[config.mk]
export PLATFORM = sky130hd
export DESIGN_NAME = memshare_grant_server
export DESIGN_NICKNAME = d
export VERILOG_FILES = /design/src/rtl/memshare_pkg.sv /design/src/rtl/memshare_lsb_pick.sv /design/src/rtl/memshare_grant_server.sv
export SDC_FILE = /design/constraint.sdc
export NUM_CORES = 1
export LEC_CHECK = 0
export CORE_MARGIN = 1
export CORE_UTILIZATION = 35
export CTS_CLUSTER_DIAMETER = 80
export DETAILED_ROUTE_END_ITERATION = 16
export GPL_ROUTABILITY_DRIVEN = 0
export PLACE_DENSITY = 0.75
export SYNTH_ARGS = -nofsm -noshare
export SYNTH_HDL_FRONTEND = slang
export SYNTH_SLANG_ARGS = --single-unit
export TNS_END_PERCENT = 5
[constraint.sdc]
create_clock -name sys_clk -period 1.5 [get_ports sys_clk]
set_input_delay 0.225 -clock sys_clk [delete_from_list [all_inputs] [get_ports sys_clk]]
set_output_delay 0.225 -clock sys_clk [all_outputs]
set_load 0.005 [all_outputs]
[src/rtl/memshare_pkg.sv]
// memshare_pkg: shared state encoding, default parameters and helpers for the memshare grant server
package memshare_pkg;
  localparam int DEF_GROUP_SIZE = 4;
  localparam int DEF_ADDR_W = 8;
  localparam int DEF_DATA_W = 16;
  localparam int DEF_MEM_LAT = 2;
  typedef enum logic [1:0] {IDLE, SERVE, DRAIN} state_t;
  function automatic int idx_w(input int n);
    return (n > 1) ? $clog2(n) : 1;
  endfunction
endpackage

[src/rtl/memshare_lsb_pick.sv]
// memshare_lsb_pick: combinational lowest-set-bit picker with one-hot and index outputs
module memshare_lsb_pick
  import memshare_pkg::*;
#(
  parameter int N = DEF_GROUP_SIZE,
  parameter int IW = idx_w(DEF_GROUP_SIZE)
) (
  input  logic [N-1:0]  req,
  output logic [N-1:0]  onehot,
  output logic [IW-1:0] idx
);
  assign onehot = req & (~req + N'(1));
  always_comb begin
    idx = '0;
    for (int i = N - 1; i >= 0; i--)
      if (req[i]) idx = IW'(i);
  end
endmodule

[src/rtl/memshare_grant_server.sv]
// memshare_grant_server: serialises a batch of member reads onto one shared memory port and routes tagged responses back
module memshare_grant_server
  import memshare_pkg::*;
#(
  parameter int SHARED_GROUP_SIZE = DEF_GROUP_SIZE,
  parameter int ADDR_W = DEF_ADDR_W,
  parameter int DATA_W = DEF_DATA_W,
  parameter int MEM_LAT = DEF_MEM_LAT
) (
  input  logic                           sys_clk,
  input  logic                           rstn,
  input  logic                           rqst_vld,
  input  logic [SHARED_GROUP_SIZE-1:0]   rqst_mask,
  input  logic [SHARED_GROUP_SIZE*ADDR_W-1:0] rqst_addr,
  output logic                           rqst_rdy,
  output logic                           mem_rd_en,
  output logic [ADDR_W-1:0]              mem_rd_addr,
  input  logic [DATA_W-1:0]              mem_rd_data,
  output logic [SHARED_GROUP_SIZE-1:0]   rsp_vld,
  output logic [DATA_W-1:0]              rsp_data,
  output logic                           batch_done
);
  localparam int N = SHARED_GROUP_SIZE;
  localparam int IW = idx_w(SHARED_GROUP_SIZE);
  state_t state, state_nxt;
  logic [N-1:0] pend, pend_nxt, pick_oh;
  logic [IW-1:0] pick_idx;
  logic [N*ADDR_W-1:0] addr_q;
  logic [MEM_LAT-1:0][N-1:0] tag_pipe;
  logic [MEM_LAT-1:0] last_pipe;
  logic live, zero_pend, done_q, accept, issue;
  memshare_lsb_pick #(.N(N), .IW(IW)) u_pick (
    .req(pend),
    .onehot(pick_oh),
    .idx(pick_idx)
  );
  assign rqst_rdy = live && state == IDLE && !zero_pend;
  assign accept = rqst_vld && rqst_rdy;
  assign issue = state == SERVE && |pend;
  assign pend_nxt = pend & ~pick_oh;
  assign mem_rd_en = issue;
  assign mem_rd_addr = issue ? addr_q[int'(pick_idx)*ADDR_W +: ADDR_W] : '0;
  assign batch_done = done_q || zero_pend;
  always_comb begin
    state_nxt = state;
    case (state)
      IDLE:    state_nxt = (accept && |rqst_mask) ? SERVE : IDLE;
      SERVE:   state_nxt = (pend_nxt == '0) ? DRAIN : SERVE;
      DRAIN:   state_nxt = done_q ? IDLE : DRAIN;
      default: state_nxt = IDLE;
    endcase
  end
  always_ff @(posedge sys_clk or negedge rstn) begin
    if (!rstn) begin
      state <= IDLE;
      live <= 1'b0;
      zero_pend <= 1'b0;
      pend <= '0;
      addr_q <= '0;
      tag_pipe <= '0;
      last_pipe <= '0;
      rsp_vld <= '0;
      rsp_data <= '0;
      done_q <= 1'b0;
    end else begin
      state <= state_nxt;
      live <= 1'b1;
      zero_pend <= accept && rqst_mask == '0;
      if (accept) begin
        pend <= rqst_mask;
        addr_q <= rqst_addr;
      end else if (issue) begin
        pend <= pend_nxt;
      end
      tag_pipe[0] <= issue ? pick_oh : '0;
      last_pipe[0] <= issue && pend_nxt == '0;
      for (int k = 1; k < MEM_LAT; k++) begin
        tag_pipe[k] <= tag_pipe[k-1];
        last_pipe[k] <= last_pipe[k-1];
      end
      rsp_vld <= tag_pipe[MEM_LAT-1];
      done_q <= last_pipe[MEM_LAT-1];
      if (|tag_pipe[MEM_LAT-1]) rsp_data <= mem_rd_data;
    end
  end
endmodule

; Word level (Yosys, flattened, before mapping)
; Index checks and enable logic that the tools add are counted.
[totals]
register_bits = 71
in_bits = 55
word_cells = 47
[op_classes]
reduce_logical = 16
n_addsub = 1
n_mux = 12
bitwise_logic = 4
eq_ne = 2
n_shift = 1
[ops]
columns = operator, n
row1 = 32-bit by 6-bit indexed part select with 8-bit output, 1
row2 = 2-bit two-way mux, 6
row3 = 4-bit two-way mux, 3
row4 = 4-bit OR reduction, 3
row5 = 4-bit AND, 2
row6 = 4-bit zero test, 2
row7 = 8-bit two-way mux, 1
row8 = 4-bit inverter, 2
row9 = 1-bit logical AND, 7
row10 = 2-bit one-hot mux with 3 select lines, 1
row11 = "4-bit by 1-bit adder with 4-bit output, second input constant", 1
row12 = "2-bit by 1-bit equality test with 1-bit output, second input constant", 1
row13 = "2-bit equality test, second input constant", 1
row14 = 2-bit zero test, 1
row15 = 2-bit nonzero test, 1
row16 = 1-bit zero test, 1
row17 = 1-bit logical OR, 1
row18 = 1-bit two-way mux, 1

; Longest topological paths before layout
[depth]
ltp_word = 8
depth_mapped = 6
mapped_depth_nobuf = 3

; By module
; Synthesis repeated with hierarchy kept, for this count alone.
[hier_totals]
hier_cells = 183
area_unflattened_um2 = 3034.2
[modules_own_cells]
columns = mod, instances, seq_area_each_um2, area_per_inst_um2, cells_per_inst
row1 = memshare_grant_server, 1, 1776.7, 2965.3, 174
row2 = memshare_lsb_pick, 1, 0.0, 68.8, 9

; Worst setup path after synthesis
; OpenSTA, ideal clock, no wires.
[synth_timing]
kind = register to output
startpoint = reg pend[0]
endpoint = out mem_rd_addr[0]
t_required_ns = 1.275
arrival_ns = 1.369
slack_ns = -0.094
path_stages_with_launch = 5
cell_sequence = dfrtp_1 clkbuf_1 nor4b_2 a222oi_1 a21oi_1
[synth_between]
elab_chain_len = 3
[synth_lines]
columns = item, line_no
row1 = from (decl), memshare_grant_server.sv:26  ; logic [N-1:0] pend, pend_nxt, pick_oh;
row2 = from (signal assigned), memshare_grant_server.sv:70  ; pend <= rqst_mask;
row3 = from (signal assigned), memshare_grant_server.sv:73  ; pend <= pend_nxt;
row4 = 2-bit two-way mux / 4-bit OR reduction (equally long branches), "memshare_lsb_pick.sv:16, memshare_grant_server.sv:39"
row5 = 32-bit by 6-bit indexed part select with 8-bit output / 1-bit logical AND (equally long branches), "memshare_grant_server.sv:42, memshare_grant_server.sv:39"
row6 = 8-bit two-way mux *, memshare_grant_server.sv:42  ; assign mem_rd_addr = issue ? addr_q[int'(pick_idx)*ADDR_W +: ADDR_W] : '0;
row7 = to (decl), memshare_grant_server.sv:17  ; output logic [ADDR_W-1:0] mem_rd_addr,
; Mark *: on every way between the ends. The rest lies on a longest branch, timed or not.

; Worst setup path after layout
[layout_timing]
startpoint = reg pend[3]
endpoint = out mem_rd_addr[3]
[layout_between]
elab_chain_len = 6
[layout_lines]
columns = item, line_no
row1 = 2-bit two-way mux (4 in series), memshare_lsb_pick.sv:16  ; if (req[i]) idx = IW'(i);
row2 = 32-bit by 6-bit indexed part select with 8-bit output, memshare_grant_server.sv:42
row3 = 8-bit two-way mux *, memshare_grant_server.sv:42
; Marked as above.

==> results_dict.tcl <==
set metrics [dict create \
    cts.path.max_buffers 2 \
    port_buffers 85 \
    ff_latch_area_um2 1780 \
    min_period_ns 1.98 \
    grtUsageTotal_pct 16.5 \
    design_area_um2 4610 \
    r2r-end "state[0]$_DFF_PN0_" \
    core-area_um2 8380 \
    drive_gt1_share_pct 41.0 \
    status "finished, violations left" \
    holdPathEnd "tag_pipe[5]$_DFF_PN0_" \
    dr.pass1.iters 5 \
    synth_mux_area_share_pct 21.8 \
    fp.dieH_um 95.9 \
    grt_pass1_vias 2352 \
    busiest_layer "met2" \
    crit_fanout 10 \
    hold_class "reg2reg" \
    ys.flop_type "dfrtp_1" \
    worst_clock_skew_ns 0.00670 \
    total_power_uw 8800 \
    dieArea_um2 9200 \
    clk_pin_slew_ns 0.07 \
    synth-edff-count 0 \
    async_flop_share_pct 100 \
    antenna_found_initial 0 \
    critPathRequiredTime_ns 1.27 \
    cts_num_sinks 71 \
    routed_via_density 4.87 \
    setup_ws_ns -0.483 \
    final_common_cell "clkdlybuf4s50_1" \
    internal_power_uw 6170 \
    synth_top_family_by_area "multiplexers" \
    cts_made_buffers 9 \
    wl_per_cell_um 15.6 \
    diodes 0 \
    drc 0 \
    place_inst 420 \
    vias 2163 \
    grt_remaining_overflow 0 \
    use_met1_pct 18.7 \
    wirelength_mm 6.94 \
    cts_root_buf "clkbuf_8" \
    synth_seq_area_share_pct 57.6 \
    pwr-share-seq_pct 36.7 \
    htreeDepth 3 \
    p_per_area_nw_per_um2 1910 \
    grt_max_degree 72 \
    synth_xor_area_share_pct 0 \
    start_util_pct 36.8 \
    ios 86 \
    p_sw_uw 2630 \
    netlist_instances 210 \
    synth_area_per_cell_um2 14.7 \
    worstHoldStart "tag_pipe[1]$_DFF_PN0_" \
    grtUsageMet3_pct 6.40 \
    whs_path_depth 0 \
    synth_area_leaders "dfrtp_1, mux2_4, mux2_2" \
    place_area_um2 4300 \
    fin_nets 391 \
    finalCritPeriodShare_pct 132 \
    p_comb_share_pct 48.3 \
    fillerInstances 694 \
    r2r-start "pend[2]$_DFFE_PN0P_" \
    end_kind "primary output" \
    synth_fa_ha_area_share_pct 0.324 \
    slew_violations 0 \
    fin_cells 444 \
    grt_pass1_wl_mm 11.1 \
    violations "setup timing" \
    cts_tree "yes" \
    grt_setup_unrepaired "true" \
    synth_compound_area_share_pct 7.34 \
    multi_input_area_um2 1290 \
    reg2reg_depth 7 \
    die_x_um 95.9 \
    use_met2_pct 28.9 \
    path_class "reg2out" \
    arrival_ns 1.76 \
    yosys.cell_types.count 35 \
    yosysWarningCount 0 \
    power.switching_fraction_pct 29.9 \
    yosysTopAreaCell "dfrtp_1" \
    synth-simple-area-share_pct 9.61 \
    start_kind "flip-flop" \
    final_cell_mix "clkdlybuf4s50_1, dfrtp_1, buf_4, mux2_4, mux2_2" \
    synth.top_cell.area_share_pct 57.6 \
    ys_ff_latch 71 \
    rows 33 \
    hold_viol 0 \
    finalSetupViolations 50 \
    p_leak_uw 0.00214 \
    syn_area_um2 3090 \
    drtIter0Drc 113 \
    clock_latency_ns 0.34 \
    max_freq_ghz 0.504 \
    pwr-share-clk_pct 15.0 \
    area_growth_pct 49.4 \
    peakVddDrop_v 0.000939 \
    drtAntennaViolNets 0 \
    drv_cap 0 \
    rrSetupSlack_ns -0.22 \
    synth_fp_nets 265 \
    setup_tns_ns -10.33 \
    place_hpwl_mm 4.74 \
]
-- cell type report --
class	count	area share, %
sequential	71	38.6
inverter	6	0.488
multi-input combinational	120	28.0
timing repair buffer	128	26.5
tap	105	2.85
clock inverter	1	0.109
clock buffer	13	3.45
-- synthesized netlist by cell type (all sizes together), types with 2 or more instances --
master and instances:
inv 6, nor2b 3, and2 2, mux2i 4, nor4 2, nand3b 8, o21ai 3, nand2 3
a21oi 8, mux2 48, a21o 8, buf 7, or3b 8, dfrtp 71, clkbuf 6, a222oi 8
nor2 2, nor4b 2
-- layer usage --
layer  vias to the layer above  wire length [um]
li1                       1015                 -
met1                      1050              2830
met2                        87              3500
met3                        11               539
met4                         0                65
met5                         -                 0
-- state kept, by name, summed over array words and instances, names as in the netlist --
register / count
addr_q: 32
rsp_data: 16
tag_pipe: 8
pend: 4
rsp_vld: 4
last_pipe: 2
state: 2
done_q: 1
live: 1
zero_pend: 1
-- power by group through the flow --
stage	registers [uW]	clock network, uW	logic (uW)
floorplan	3140	0	2130
global placement	3240	0	3680
detailed placement	3260	0	3790
CTS	3230	1380	4280
global route	3320	1450	4570
finish	3230	1320	4250
-- critical path, stage by stage (launching register included) --
cell     delay, ns
dfrtp_1       0.40
buf_4         0.19
or3b_4        0.40
a21o_1        0.18
a21oi_2       0.14
buf_2         0.12
-- how the worst max path moves through the flow --
stage | startpoint | end | slack, ns | cells past startpoint
5_1_grt | pend[2]$_DFFE_PN0P_ | mem_rd_addr[6] | -0.56 | 7
4_1_cts | pend[2]$_DFFE_PN0P_ | mem_rd_addr[6] | -0.48 | 7
6_report | pend[3]$_DFFE_PN0P_ | mem_rd_addr[3] | -0.48 | 5
3_5_place_dp | pend[2]$_DFFE_PN0P_ | mem_rd_addr[3] | -0.56 | 4
2_1_floorplan | pend[2]$_DFFE_PN0P_ | mem_rd_addr[1] | -0.07 | 4
3_3_place_gp | pend[2]$_DFFE_PN0P_ | mem_rd_addr[3] | -0.54 | 4
-- metrics by stage --
step	utilization [%]	hold slack, ns	setup slack (ns)
after floorplan	-	-0.0706	-0.0737
after global placement	51.3	0.277	-0.536
after detailed placement	51.3	0.290	-0.558
after CTS	55.1	0.350	-0.476
after global routing	55.0	0.354	-0.558
final	55.0	0.348	-0.483
-- cell families (layout without fill, tap and decap cells) --
group / after synthesis / after routing
flip-flops: 71 / 71
multiplexers: 52 / 52
AND/OR/NAND/NOR: 36 / 36
AO/OA/AOI/OAI: 30 / 30
buffers and inverters: 19 / 148
adder cells (fa/ha/maj): 1 / 1
other: 1 / 1
-- what timing repair did --
item,CTS,global route
hold buffers,1,0
pin swaps,25,5
endpoints found under the hold margin,71,0
buffers inserted,10,0
setup endpoints to repair,51,51
resized for setup,70,3
No activity file was read; power rests on OpenSTA's default activity.
